**config.mk**
```make
export PLATFORM = sky130hd
export DESIGN_NAME = r_chan_push
export DESIGN_NICKNAME = d
export VERILOG_FILES = /design/src/rtl/r_chan_push_pkg.sv /design/src/rtl/r_burst_tracker.sv /design/src/rtl/r_chan_push.sv
export SDC_FILE = /design/constraint.sdc
export NUM_CORES = 1
export LEC_CHECK = 0
export ABC_AREA = 1
export CORE_ASPECT_RATIO = 1.4
export CORE_MARGIN = 4
export CORE_UTILIZATION = 46
export DETAILED_ROUTE_END_ITERATION = 12
export MAX_ROUTING_LAYER = met4
export PLACE_DENSITY = 0.87
export REMOVE_ABC_BUFFERS = 1
export SETUP_SLACK_MARGIN = 0.05
export SYNTH_ARGS = -nofsm -noshare
export SYNTH_HDL_FRONTEND = slang
export SYNTH_SLANG_ARGS = --single-unit
```
**constraint.sdc**
```tcl
create_clock -name w_clk -period 2.6 [get_ports w_clk]
set_clock_uncertainty 0.1 [all_clocks]
set_input_delay 0.26 -clock w_clk [delete_from_list [all_inputs] [get_ports w_clk]]
set_output_delay 0.26 -clock w_clk [all_outputs]
set_load 0.01 [all_outputs]
```
**src/rtl/r_chan_push_pkg.sv**
```systemverilog
// Shared AXI R-channel definitions: field widths, R-word layout, RESP codes,
// push-side FSM states and the burst-tracker entry type.
package r_chan_push_pkg;

   localparam int ID_W    = 4;
   localparam int LEN_W   = 4;
   localparam int DATA_W  = 32;
   localparam int RESP_W  = 2;
   localparam int RWORD_W = ID_W + DATA_W + RESP_W + 1;

   localparam int RLAST_BIT = 0;
   localparam int RRESP_LSB = RLAST_BIT + 1;
   localparam int RDATA_LSB = RRESP_LSB + RESP_W;
   localparam int RID_LSB   = RDATA_LSB + DATA_W;

   localparam logic [RESP_W-1:0] RESP_OKAY   = 2'b00;
   localparam logic [RESP_W-1:0] RESP_SLVERR = 2'b10;

   typedef enum logic [1:0] {
      ST_IDLE  = 2'd0,
      ST_BURST = 2'd1,
      ST_DRAIN = 2'd2
   } r_state_e;

   typedef struct packed {
      logic [ID_W-1:0]  id;
      logic [LEN_W-1:0] len;
   } trk_entry_t;

   function automatic logic [RWORD_W-1:0] pack_rword(
      input logic [ID_W-1:0]   id,
      input logic [DATA_W-1:0] data,
      input logic [RESP_W-1:0] resp,
      input logic              last
   );
      logic [RWORD_W-1:0] w;
      w                       = '0;
      w[RID_LSB +: ID_W]      = id;
      w[RDATA_LSB +: DATA_W]  = data;
      w[RRESP_LSB +: RESP_W]  = resp;
      w[RLAST_BIT]            = last;
      return w;
   endfunction

endpackage

```
**src/rtl/r_burst_tracker.sv**
```systemverilog
// In-order queue of outstanding read bursts {id, len}; the head is always
// entry 0, so a pop shifts the queue down one slot.
module r_burst_tracker
   import r_chan_push_pkg::*;
#(
   parameter int TRK_DEPTH = 2
) (
   input  logic       w_clk,
   input  logic       w_rst,
   input  logic       push_i,
   input  trk_entry_t entry_i,
   input  logic       pop_i,
   output trk_entry_t head_o,
   output logic       empty_o,
   output logic       full_o
);

   localparam int CNT_W = $clog2(TRK_DEPTH + 1);

   trk_entry_t       mem_q [TRK_DEPTH];
   trk_entry_t       mem_d [TRK_DEPTH];
   logic [CNT_W-1:0] count_q, count_d;
   logic [CNT_W-1:0] wr_idx;
   logic             do_push, do_pop;

   assign full_o  = (count_q == CNT_W'(TRK_DEPTH));
   assign empty_o = (count_q == '0);
   assign head_o  = mem_q[0];

   // A push while full is only taken when the head leaves in the same cycle.
   assign do_pop  = pop_i && !empty_o;
   assign do_push = push_i && (!full_o || do_pop);

   always_comb begin
      // NOTE: every output of this block gets a default first, so no path can infer a latch.
      mem_d  = mem_q;
      wr_idx = do_pop ? (count_q - CNT_W'(1)) : count_q;
      if (do_pop) begin
         for (int i = 0; i < TRK_DEPTH - 1; i++) mem_d[i] = mem_q[i + 1];
      end
      if (do_push) begin
         for (int i = 0; i < TRK_DEPTH; i++) begin
            if (CNT_W'(i) == wr_idx) mem_d[i] = entry_i;
         end
      end
      count_d = count_q + CNT_W'(do_push) - CNT_W'(do_pop);
   end

   always_ff @(posedge w_clk) begin
      // NOTE: state updates use non-blocking assignments so every flop samples pre-edge values.
      if (w_rst) begin
         count_q <= '0;
         // NOTE: entries are cleared as well; the array is tiny and a clean head keeps rid deterministic.
         mem_q   <= '{default: '0};
      end else begin
         count_q <= count_d;
         mem_q   <= mem_d;
      end
   end

endmodule

```
**src/rtl/r_chan_push.sv**
```systemverilog
// Slave-side R-channel push: checks beats against tracked AR lengths, tags them
// with the tracked ID and feeds the async R FIFO through an output+skid buffer.
module r_chan_push
   import r_chan_push_pkg::*;
#(
   parameter int TRK_DEPTH = 2
) (
   input  logic               w_clk,
   input  logic               w_rst,
   input  logic               ar_fire,
   input  logic [ID_W-1:0]    ar_id,
   input  logic [LEN_W-1:0]   ar_len,
   output logic               trk_full,
   input  logic               s_rvalid,
   input  logic [ID_W-1:0]    s_rid,
   input  logic [DATA_W-1:0]  s_rdata,
   input  logic [RESP_W-1:0]  s_rresp,
   input  logic               s_rlast,
   output logic               s_rready,
   output logic               fifo_push,
   output logic [RWORD_W-1:0] fifo_data,
   input  logic               fifo_full,
   output logic               len_err
);

   r_state_e           state_q, state_d;
   logic [LEN_W-1:0]   cnt_q, cnt_d;
   logic               out_valid_q, out_valid_d, skid_valid_q, skid_valid_d;
   logic [RWORD_W-1:0] out_data_q, out_data_d, skid_data_q, skid_data_d;
   logic               s_rready_q, s_rready_d, len_err_q, len_err_d;

   trk_entry_t         ar_entry, trk_head;
   logic               trk_empty, trk_pop;
   logic               r_accept, last_exp, final_beat, len_viol, beat_valid;
   logic [RWORD_W-1:0] beat_word;

   // The slave's RID is not trusted; the tracked AR ID is used instead.
   logic               unused_rid;
   assign unused_rid = ^s_rid;

   assign ar_entry = '{id: ar_id, len: ar_len};

   r_burst_tracker #(.TRK_DEPTH(TRK_DEPTH)) u_tracker (
      .w_clk   (w_clk),
      .w_rst   (w_rst),
      .push_i  (ar_fire),
      .entry_i (ar_entry),
      .pop_i   (trk_pop),
      .head_o  (trk_head),
      .empty_o (trk_empty),
      .full_o  (trk_full)
   );

   assign r_accept   = s_rvalid && s_rready_q;
   assign last_exp   = (cnt_q == '0);
   assign final_beat = s_rlast || last_exp;
   assign len_viol   = s_rlast ^ last_exp;
   assign beat_word  = pack_rword(trk_head.id, s_rdata,
                                  len_viol ? RESP_SLVERR : s_rresp, final_beat);

   always_comb begin
      state_d    = state_q;
      cnt_d      = cnt_q;
      beat_valid = 1'b0;
      trk_pop    = 1'b0;
      len_err_d  = 1'b0;
      case (state_q)
         ST_IDLE: begin
            if (!trk_empty) begin
               state_d = ST_BURST;
               cnt_d   = trk_head.len;
            end
         end
         ST_BURST: begin
            if (r_accept) begin
               beat_valid = 1'b1;
               len_err_d  = len_viol;
               if (final_beat) begin
                  trk_pop = 1'b1;
                  // Missing last: the slave still owes beats, which are swallowed in DRAIN.
                  state_d = (len_viol && !s_rlast) ? ST_DRAIN : ST_IDLE;
               end else begin
                  cnt_d = cnt_q - LEN_W'(1);
               end
            end
         end
         ST_DRAIN: begin
            if (r_accept && s_rlast) state_d = ST_IDLE;
         end
         default: state_d = ST_IDLE;
      endcase
   end

   always_comb begin
      out_valid_d  = out_valid_q && fifo_full;
      out_data_d   = out_data_q;
      skid_valid_d = skid_valid_q;
      skid_data_d  = skid_data_q;
      if (!out_valid_d && skid_valid_q) begin
         out_valid_d  = 1'b1;
         out_data_d   = skid_data_q;
         skid_valid_d = 1'b0;
      end
      if (beat_valid) begin
         if (!out_valid_d) begin
            out_valid_d = 1'b1;
            out_data_d  = beat_word;
         end else begin
            skid_valid_d = 1'b1;
            skid_data_d  = beat_word;
         end
      end
      // Ready is registered from next state, so it drops the cycle after the skid fills.
      s_rready_d = (state_d == ST_DRAIN) || ((state_d == ST_BURST) && !skid_valid_d);
   end

   always_ff @(posedge w_clk) begin
      if (w_rst) begin
         state_q      <= ST_IDLE;
         cnt_q        <= '0;
         out_valid_q  <= 1'b0;
         out_data_q   <= '0;
         skid_valid_q <= 1'b0;
         skid_data_q  <= '0;
         s_rready_q   <= 1'b0;
         len_err_q    <= 1'b0;
      end else begin
         state_q      <= state_d;
         cnt_q        <= cnt_d;
         out_valid_q  <= out_valid_d;
         out_data_q   <= out_data_d;
         skid_valid_q <= skid_valid_d;
         skid_data_q  <= skid_data_d;
         s_rready_q   <= s_rready_d;
         len_err_q    <= len_err_d;
      end
   end

   assign s_rready  = s_rready_q;
   assign fifo_push = out_valid_q && !fifo_full;
   assign fifo_data = out_data_q;
   assign len_err   = len_err_q;

endmodule

```
==> flow_summary_export.csv, run 1 <==
group,metric,value,unit
worst_setup_path,cp-end-kind,"flop",
clock_tree,cts.sinks,106,
sta,period_share,91.5,%
die,start_util,47.6,%
yosys,synthCells,576,
worst_setup_path,critical_path_class,"reg -> reg",
routing,drtAntennaViolNets,0,
routing,totalWireLength,10900,µm
die,rows,42,
cells_and_area,final_common_cell,"nor2_1",
routing,vias_per_cell,5.16,
yosys,yosysTopAreaCell,"dfxtp_1",
placed_design,io_buffers,90,
global_route,grt_max_degree,50,
power_and_ir_drop,p_leak,2.74,nW
yosys,ys_seq_area_share,46.7,%
worst_setup_path,cp_cell_sequence,"inv_1 > ha_1 > nand2_2 > nor2_4 > inv_2 > ha_4 > nor2_4 > nand3_4 > inv_2 > ha_4 > clkinv_1 > ha_1 > xor2_1 > o21ai_0 > a21oi_1",
yosys,ys_warn_count,0,
global_route,grt_pass1_vias,4049,
sta,rsz0062_at_grt,"no",
worst_setup_path,cpPeakStageDelay,310,ps
power_and_ir_drop,p_total,4.13,mW
run,drv_cap,0,
sta,setup_viol,0,
die,coreArea,9560,µm²
yosys,synth.area.top_cells,"dfxtp_1 47%, nor2_1 10%, o21ai_0 9.5%",
cells_and_area,n_antenna_cell,0,
global_route,grt_pass1_wl,18200,µm
yosys,synth_top_cell_area_share,46.7,%
worst_setup_path,crit_arrival,2510,ps
yosys,syn_avg_cell_area,7.90,µm²
cells_and_area,final_cell_mix,"120 x nor2_1, 106 x dfxtp_1, 90 x clkdlybuf4s50_1",
routing,wire_per_inst,13.7,µm
yosys,synth-seq-cells,106,
global_route,antenna_found_initial,0,
sta,fmax,420,MHz
run_status,status,"completed",
placed_design,pre_cts_ws,30.3,ps
die,ios,95,
clock_tree,cts_htree_levels,3,
power_and_ir_drop,ir_worst_vdd,0.000361,V
routing,firstDrtPassIters,4,
die,die-area,11600,µm²
worst_setup_path,start_kind,"flop",
cells_and_area,final_nets,719,
hold_path,min_path_type,"reg -> reg",
placed_design,dp_hpwl,7620,µm
sta,worst_pin_slew,466,ps
global_route,grt_overflow,0,
clock_tree,cts-root-buf,"clkbuf_16",
cells_and_area,fin_cells,795,
global_route,grt_use_total,19.7,%
clock_tree,clockBufferDepth,2,
worst_setup_path,crit_buf_inv,4,
cells_and_area,drive_gt1_share,7.99,%
sta,finalHoldViolations,0,
yosys,synth_top_family_by_area,"simple AND/OR/NAND/NOR gates",
power_and_ir_drop,power.density,690,nW/µm²
yosys,synth_mux_area_share,8.36,%
routing,drt-initial-drc-count,214,
worst_setup_path,slowest_stage,"dfxtp_1",
worst_setup_path,crit_fanout,3,
clock_tree,cts_tree,"done",
yosys,synth-compound-area-share,15.7,%
die,die_w,92.0,µm
placed_design,gp_congestion,0.870,
placed_design,place_inst,780,
die,chipHeight,126,µm
yosys,synth_area,4550,µm²
clock_tree,cts-buffers-inserted,9,
clock_tree,clkSlewWorstSetupHoldPaths,70,ps
sta,timing.slew.headroom,68.9,%
yosys,synth_cell_types,28,
yosys,synth-xor-area-share,0.385,%
cells_and_area,syn_to_final_growth,31.6,%
worst_setup_path,required,2730,ps
clock_tree,cts_setup_buffers,0,
routing,via_count,4099,
worst_setup_path,crit_family,"adder cells",
sta,fin_crit,2380,ps
clock_tree,cts_hold_buffers,0,
sta,fin_tns_setup,0,ps
routing,post-route-drc-count,0,
yosys,synthAdderAreaFrac,2.20,%
clock_tree,clk-insertion-delay-late,350,ps
sta,setup_ws,220,ps
yosys,synth-simple-area-share,20.2,%
sta,drv_slew,0,
cell families (layout without fill, tap and decap cells):
| logic type | Yosys count | in the layout |
|---|---|---|
| multiplexers | 38 | 38 |
| XOR/XNOR | 2 | 2 |
| AO/OA/AOI/OAI | 138 | 138 |
| AND/OR/NAND/NOR | 213 | 213 |
| buffers and inverters | 71 | 158 |
| flip-flops | 106 | 106 |
| adder cells (fa/ha/maj) | 8 | 8 |
flip-flops by register name, indices dropped and copies added, names as in the netlist:
register and flops:
cnt_q 4, out_valid_q 1, u_tracker.head_o 8, skid_data_q 39
skid_valid_q 1, state_q 2, len_err 1, fifo_data 39
u_tracker.count_q 2, s_rready 1, u_tracker.mem_q 8
report_power, final:
group          switching [mW]  internal, mW  total, mW
clock                   0.578         0.936       1.51
combinational           0.458         0.363      0.822
sequential             0.0630          1.73       1.79
total                    1.10          3.03       4.13
routing by layer:
metal  wire length (µm)  GRT usage [%]  vias up  part of all wire, %
li1                   -              -     2056                    -
met5                  0              -        -                    0
met1               4330           20.2     1897                   40
met3                498           4.47       26                  4.6
met2               5830           36.0      120                   53
met4                269           7.79        0                  2.5
final cells by class:
class                      count  area [µm²]
fill                         787        3580
multi-input combinational    399        2180
sequential                   106        2120
timing repair buffer         104        1040
clock buffer                  10         229
tap                          132         165
inverter                      39         146
clock inverter                 5         104
metrics by stage:
| step | hold slack (ps) | instance area (µm²) | utilization [%] |
|---|---|---|---|
| 5_1_grt | 410 | 5990 | 62.6 |
| 3_5_place_dp | 376 | 5610 | 58.7 |
| 4_1_cts | 386 | 5950 | 62.2 |
| 3_3_place_gp | 366 | 5610 | 58.7 |
| 6_report | 386 | 5990 | 62.6 |
| 2_1_floorplan | 229 | 4400 | - |
worst reg2reg max path: stages (launching register included):
cell      delay, ps
dfxtp_1         310
inv_1           100
ha_1            200
nand2_2         100
nor2_4          110
inv_2            60
ha_4            170
nor2_4          110
nand3_4          90
inv_2            80
ha_4            150
clkinv_1         90
ha_1            200
xor2_1          160
o21ai_0         160
a21oi_1          60
cell usage after synthesis (all sizes together):
cell and number:
nor2 126, dfxtp 106, o21ai 86, nand2 71, a21oi 47, mux2i 38, inv 36, clkbuf 19
buf 13, ha 8, nand4 8, nand3 7, clkinv 3, a31oi 2, o211ai 2, a21boi 1
or2 1, xnor2 1, xor2 1
worst paths after layout:
check	from	endpoint	slack [ps]	cells past startpoint
worst min-delay path	u_tracker.count_q[1]$_SDFF_PP0_	u_tracker.count_q[1]$_SDFF_PP0_	390	1
worst max register to register	cnt_q[0]$_SDFFE_PP0P_	u_tracker.count_q[1]$_SDFF_PP0_	220	15
worst max-delay path	cnt_q[0]$_SDFFE_PP0P_	u_tracker.count_q[1]$_SDFF_PP0_	220	15
worst min register to register	u_tracker.count_q[1]$_SDFF_PP0_	u_tracker.count_q[1]$_SDFF_PP0_	390	1
repair_timing:
item | in CTS | in global routing
pin swaps | 1 | 1
gates resized for setup | 1 | 9
setup endpoints to repair | 1 | 18
Power figures use the tool's default switching activity.
==> inputs of run 2 (changes only) <==
--- a/config.mk
+++ b/config.mk
@@ -10,6 +10,7 @@
 export CORE_MARGIN = 4
 export CORE_UTILIZATION = 46
 export DETAILED_ROUTE_END_ITERATION = 12
+export HOLD_SLACK_MARGIN = 0.06
 export MAX_ROUTING_LAYER = met4
 export PLACE_DENSITY = 0.87
 export REMOVE_ABC_BUFFERS = 1
==> results of run 2 <==
Final layout, timing and power as in run 1 (identical DEF).
==> inputs of run 3 (changes only) <==
--- a/config.mk
+++ b/config.mk
@@ -6,9 +6,11 @@
 export NUM_CORES = 1
 export LEC_CHECK = 0
 export ABC_AREA = 1
+export ABC_CLOCK_PERIOD_IN_PS = 2600
 export CORE_ASPECT_RATIO = 1.4
 export CORE_MARGIN = 4
 export CORE_UTILIZATION = 46
+export CTS_CLUSTER_SIZE = 10
 export DETAILED_ROUTE_END_ITERATION = 12
 export HOLD_SLACK_MARGIN = 0.06
 export MAX_ROUTING_LAYER = met4
==> results of run 3 <==
Final layout, timing and power as in run 1 (identical DEF).
